--- src/rtl/multicycle_adder.sv ---
// multicycle_adder: WIDTH-bit add/subtract, DIGIT bits per cycle through a registered carry.
// Latency NUM_STEPS=WIDTH/DIGIT cycles from acceptance to out_valid; in_ready only when idle,
// result held until out_ready. Optional overflow output: define MULTICYCLE_ADDER_OVERFLOW_EN.
module multicycle_adder #(
  parameter int WIDTH = 32,
  parameter int DIGIT = 8
) (
  input  logic             clk,
  input  logic             rst_n,
  input  logic             in_valid,
  output logic             in_ready,
  input  logic [WIDTH-1:0] a,
  input  logic [WIDTH-1:0] b,
  input  logic             sub,
  input  logic             carry_in,
  output logic             out_valid,
  input  logic             out_ready,
  output logic [WIDTH-1:0] sum,
  output logic             carry_out
`ifdef MULTICYCLE_ADDER_OVERFLOW_EN
  ,
  output logic             overflow
`endif
);

  localparam int NUM_STEPS = WIDTH / DIGIT;
  localparam int CW        = (NUM_STEPS > 1) ? $clog2(NUM_STEPS) : 1;

  typedef enum logic [1:0] {IDLE, RUN, DONE} state_t;

  state_t           state;
  logic [WIDTH-1:0] opa;
  logic [WIDTH-1:0] opb;
  logic [WIDTH-1:0] res;
  logic             c;
  logic [CW-1:0]    cnt;

  logic [DIGIT:0]   dadd;
  logic [WIDTH-1:0] res_next;
  logic             last_step;
`ifdef MULTICYCLE_ADDER_OVERFLOW_EN
  logic             msb_cin;
`endif

  always_comb begin
    dadd      = {1'b0, opa[DIGIT-1:0]} + {1'b0, opb[DIGIT-1:0]} + {{DIGIT{1'b0}}, c};
    // Each new digit enters at the top, so after NUM_STEPS steps res is in bit order.
    res_next  = (res >> DIGIT) | (WIDTH'(dadd[DIGIT-1:0]) << (WIDTH - DIGIT));
    last_step = (cnt == CW'(NUM_STEPS - 1));
`ifdef MULTICYCLE_ADDER_OVERFLOW_EN
    msb_cin   = opa[DIGIT-1] ^ opb[DIGIT-1] ^ dadd[DIGIT-1];
`endif
  end

  always_ff @(posedge clk or negedge rst_n) begin
    if (!rst_n) begin
      state     <= IDLE;
      in_ready  <= 1'b1;
      out_valid <= 1'b0;
      opa       <= '0;
      opb       <= '0;
      res       <= '0;
      c         <= 1'b0;
      cnt       <= '0;
      sum       <= '0;
      carry_out <= 1'b0;
`ifdef MULTICYCLE_ADDER_OVERFLOW_EN
      overflow  <= 1'b0;
`endif
    end else begin
      case (state)
        IDLE: begin
          if (in_valid) begin
            // Subtract as a + ~b + ~borrow_in.
            opa      <= a;
            opb      <= sub ? ~b : b;
            c        <= carry_in ^ sub;
            cnt      <= '0;
            state    <= RUN;
            in_ready <= 1'b0;
          end
        end
        RUN: begin
          res <= res_next;
          opa <= opa >> DIGIT;
          opb <= opb >> DIGIT;
          c   <= dadd[DIGIT];
          cnt <= cnt + 1'b1;
          if (last_step) begin
            state     <= DONE;
            out_valid <= 1'b1;
            sum       <= res_next;
            carry_out <= dadd[DIGIT];
`ifdef MULTICYCLE_ADDER_OVERFLOW_EN
            overflow  <= msb_cin ^ dadd[DIGIT];
`endif
          end
        end
        DONE: begin
          if (out_ready) begin
            state     <= IDLE;
            out_valid <= 1'b0;
            in_ready  <= 1'b1;
          end
        end
        default: begin
          state     <= IDLE;
          in_ready  <= 1'b1;
          out_valid <= 1'b0;
        end
      endcase
    end
  end

endmodule
--- config.mk ---
export PLATFORM = sky130hd
export DESIGN_NAME = multicycle_adder
export DESIGN_NICKNAME = d
export VERILOG_FILES = /design/src/rtl/multicycle_adder.sv
export SDC_FILE = /design/constraint.sdc
export NUM_CORES = 1
export LEC_CHECK = 0
export ABC_AREA = 0
export BUFFER_PORTS_ARGS = -buffer_cell sky130_fd_sc_hd__clkbuf_2
export CAP_MARGIN = 10
export CORE_ASPECT_RATIO = 0.75
export CORE_MARGIN = 5
export CORE_UTILIZATION = 41
export CTS_BUF_LIST = sky130_fd_sc_hd__clkbuf_16
export DETAILED_ROUTE_END_ITERATION = 8
export GPL_TIMING_DRIVEN = 0
export PLACE_DENSITY = 0.67
export RECOVER_POWER = 25
export SLEW_MARGIN = 20
export SYNTH_ARGS = -nofsm -noshare
export SYNTH_HDL_FRONTEND = slang
export SYNTH_SLANG_ARGS = --single-unit
export TNS_END_PERCENT = 20
--- constraint.sdc ---
create_clock -name clk -period 2.3 [get_ports clk]
set_input_delay 0.69 -clock clk [delete_from_list [all_inputs] [get_ports clk]]
set_output_delay 0.69 -clock clk [all_outputs]
set_load 0.01 [all_outputs]
==> results.sh <==
export IMPL_synthMostInstantiatedCell="dfrtp_1"
export IMPL_end_kind="register"
export IMPL_final_hold_violating_endpoints=0
export IMPL_cts_buffers_inserted=17
export IMPL_setup_total_negative_slack_ns=0
export IMPL_rsz0062_at_grt="no"
export IMPL_timing_setup_critical_path_class="reg -> reg"
export IMPL_path_cells="fa_2, fa_2, a21oi_2, o211ai_1, or3_1, nand3_1"
export IMPL_synth_async_reset_ratio_pct=100
export IMPL_floorplan_rows=39
export IMPL_clockBufferDepth=2
export IMPL_powerDensity_nw_per_um2=1410
export IMPL_run_status="complete, no violations"
export IMPL_synth_enable_flop_cells=0
export IMPL_count_of_distinct_cell_types_in_the_synthesized_netlist=44
export IMPL_worst_slew_pin_slew_ns=1.40
export IMPL_hold_path_class="reg -> reg"
export IMPL_finalCritPeriodShare_pct=94.3
export IMPL_design_die_area_um2=18100
export IMPL_ctsHtreeMaxLevel=4
export IMPL_layout_drive_gt1_share_pct=25.9
export IMPL_hpwl_um=12300
export IMPL_io_pins=105
export IMPL_vias_after_detailed_routing=5139
export IMPL_clkTransAtPathRegs_ns=0.06
export IMPL_slew_headroom_pct=6.58
export IMPL_area_growth_synth_to_final_pct=21.6
export IMPL_initial_core_util_pct=41.7
export IMPL_clock_insertion_delay_worst_skew_ns=0.42
export IMPL_seq_area_frac_synth_pct=50.5
export IMPL_critPathRequiredTime_ns=2.65
export IMPL_floorplan_die_height_um=118
export IMPL_syn_avg_cell_area_um2=10.4
export IMPL_setup_viol=0
export IMPL_timing_critical_path_slowest_stage_cell="fa_2"
export IMPL_antenna_found_initial=0
export IMPL_worst_path_maximum_fanout=4
export IMPL_antenna_cells=0
export IMPL_max_freq_ghz=0.461
export IMPL_total_wire_length_after_detailed_routing_um=16900
export IMPL_path_common_cell="fa_2"
export IMPL_fin_worst_skew_ns=0.00987
export IMPL_synthesis_yosys_warnings=0
export IMPL_critical_path_startpoint_type="register"
export IMPL_horizontal_die_dimension_um=154
export IMPL_gr_total_overflow=0
export IMPL_cts_hold_buffers_added=0
export IMPL_fin_crit_period_ns=2.17
export IMPL_wire_length_of_the_first_global_routing_pass_um=27600
export IMPL_placed_cells=917
export IMPL_cp_slowest_stage_delay_ns=0.45
export IMPL_avgRoutedWirePerCell_um=17.8
export IMPL_number_of_global_route_vias_before_repair=5280
export IMPL_max_cap_viol_count=0
export IMPL_syn_area_um2=6350
export IMPL_critical_path_arrival_ns=2.52
export IMPL_critical_path_top_delay_family="adder cells"
export IMPL_drcViolationCount=0
export IMPL_num_nets_final=812
export IMPL_grt_max_degree=72
export IMPL_p_leak_nw=3.70
export IMPL_antenna_left=0
export IMPL_clock_sinks=128
export IMPL_cts_tree="built"
export IMPL_buffer_and_inverter_count_on_the_worst_path=0
export IMPL_ys_flop_type="dfrtp_1"
export IMPL_drt_first_iter_violations=455
export IMPL_place_port_buffers=103
export IMPL_drt_pass1_iterations=5
export IMPL_cts_root_buffer_cell="clkbuf_16"
export IMPL_synth_largest_type_area_fraction_pct=50.1
export IMPL_gp_routability_congestion=0.862
export IMPL_synth_cell_count_leaders="dfrtp_1, nand2_1, a21oi_1"
export IMPL_synth_area_leaders="dfrtp_1, a22oi_1, mux2_4"
export IMPL_maximum_vdd_drop_v=0.000732
export IMPL_maxSlewViolCount=0
export IMPL_synth_ff_latch_count=128
export IMPL_synth_net_count=688
export IMPL_track_usage_pct=19.1
export IMPL_drt_vias_per_instance=5.41
export IMPL_finish_cell_count_without_fillers=950
export IMPL_fp_coreArea_um2=15200
export IMPL_netlist_instances=608
export IMPL_synth_largest_area_cell="dfrtp_1"
-- layout make-up --
type / count / area [µm²]
Clock inverter: 15 / 153
Fill cell: 1370 / 7500
Sequential cell: 128 / 3200
Tap cell: 205 / 256
Inverter: 3 / 11.3
Timing Repair Buffer: 105 / 534
Buffer: 49 / 268
Clock buffer: 17 / 425
Multi-Input combinational cell: 428 / 2870
-- layout by cell type, fill, tap and decap left out, types with 4 or more instances in the layout --
master / netlist / routed
dfrtp_1: 127 / 127
clkbuf_2: 0 / 103
nand2_1: 72 / 72
a21oi_1: 55 / 55
nor2b_1: 51 / 51
a22oi_1: 49 / 49
o21ai_0: 47 / 47
xor2_1: 33 / 33
mux2_4: 23 / 23
buf_2: 22 / 22
clkbuf_1: 17 / 17
a22o_1: 17 / 17
clkbuf_16: 0 / 17
o21ai_1: 15 / 15
nor2_1: 9 / 9
ha_1: 8 / 8
buf_4: 5 / 6
buf_6: 5 / 6
inv_1: 3 / 5
nand2b_1: 5 / 5
nand3_1: 5 / 5
nor3_1: 4 / 4
clkinv_1: 0 / 4
-- sequential cells by signal, summed over array words and instances, names as in the netlist --
signal / count
opa: 32
opb: 32
sum: 32
res: 24
cnt: 2
state: 2
c: 1
carry_out: 1
in_ready: 1
out_valid: 1
-- worst reg2reg max path: cells and delay by family, from the launching register on --
family / cells / cell delay [ns]
AO/OA/AOI/OAI: 2 / 0.35
adder cells (fa/ha/maj): 2 / 0.83
flip-flops: 1 / 0.40
AND/OR/NAND/NOR: 2 / 0.52
-- power by group --
part,leakage [nW],internal [mW],switching (mW)
Clock,0.289,1.67,0.981
Combinational,1.76,1.87,2.42
Sequential,1.65,3.20,0.730
Total,3.70,6.75,4.13
-- metrics by stage --
stage	cell area, µm²	util [%]	hold WS [ns]	setup slack [ns]	total power, mW
2_1_floorplan	6350	-	0.394	0.171	6.77
3_3_place_gp	7120	46.8	0.458	-1.44	8.01
3_5_place_dp	7150	47.0	0.469	-0.0184	8.21
4_1_cts	7730	50.8	0.245	0.00691	10.9
5_1_grt	7720	50.7	0.481	0.0375	11.6
6_report	7720	50.7	0.474	0.132	10.9
-- cells by family after synthesis --
family                     after synthesis  synth area share, %
AOI/OAI and AO/OA                      201                 19.7
xor gates and xnor gates                35                 4.83
adders and majority gates               10                 2.21
buffers and inverters                   52                 4.40
DFF                                    128                 50.5
muxes                                   27                 6.13
and+or+nand+nor                        155                 12.2
-- final timing paths --
| path | start | end | slack [ns] | cells after the start |
|---|---|---|---|---|
| max in group asynchronous | rst_n | opb[20]$_DFFE_PN0P_ | 0.41 | 2 |
| worst min register to register | res[15]$_DFFE_PN0P_ | res[15]$_DFFE_PN0P_ | 0.47 | 2 |
| worst min-delay path | res[15]$_DFFE_PN0P_ | res[15]$_DFFE_PN0P_ | 0.47 | 2 |
| worst max-delay path | c$_DFFE_PN0P_ | sum[30]$_DFFE_PN0P_ | 0.13 | 6 |
| worst max register to register | c$_DFFE_PN0P_ | sum[30]$_DFFE_PN0P_ | 0.13 | 6 |
| min in group asynchronous | rst_n | res[8]$_DFFE_PN0P_ | 0.59 | 1 |
-- routing by layer --
metal,wire length [µm],GRT usage [%],up-vias
li1,-,-,2397
met1,8110,27.4,2550
met2,7460,27.8,173
met3,1120,5.51,19
met4,250,6.51,0
met5,0,0,-
-- timing repair --
action / 4_1_cts / 5_1_grt
pin swaps: 0 / 2
setup buffers: 0 / 1
endpoints found under the setup margin: 2 / 2
resized for setup: 1 / 1
cloned: 0 / 0
endpoints found under the hold margin: 0 / 0
Note: power is estimated with default switching activity, not from simulation.
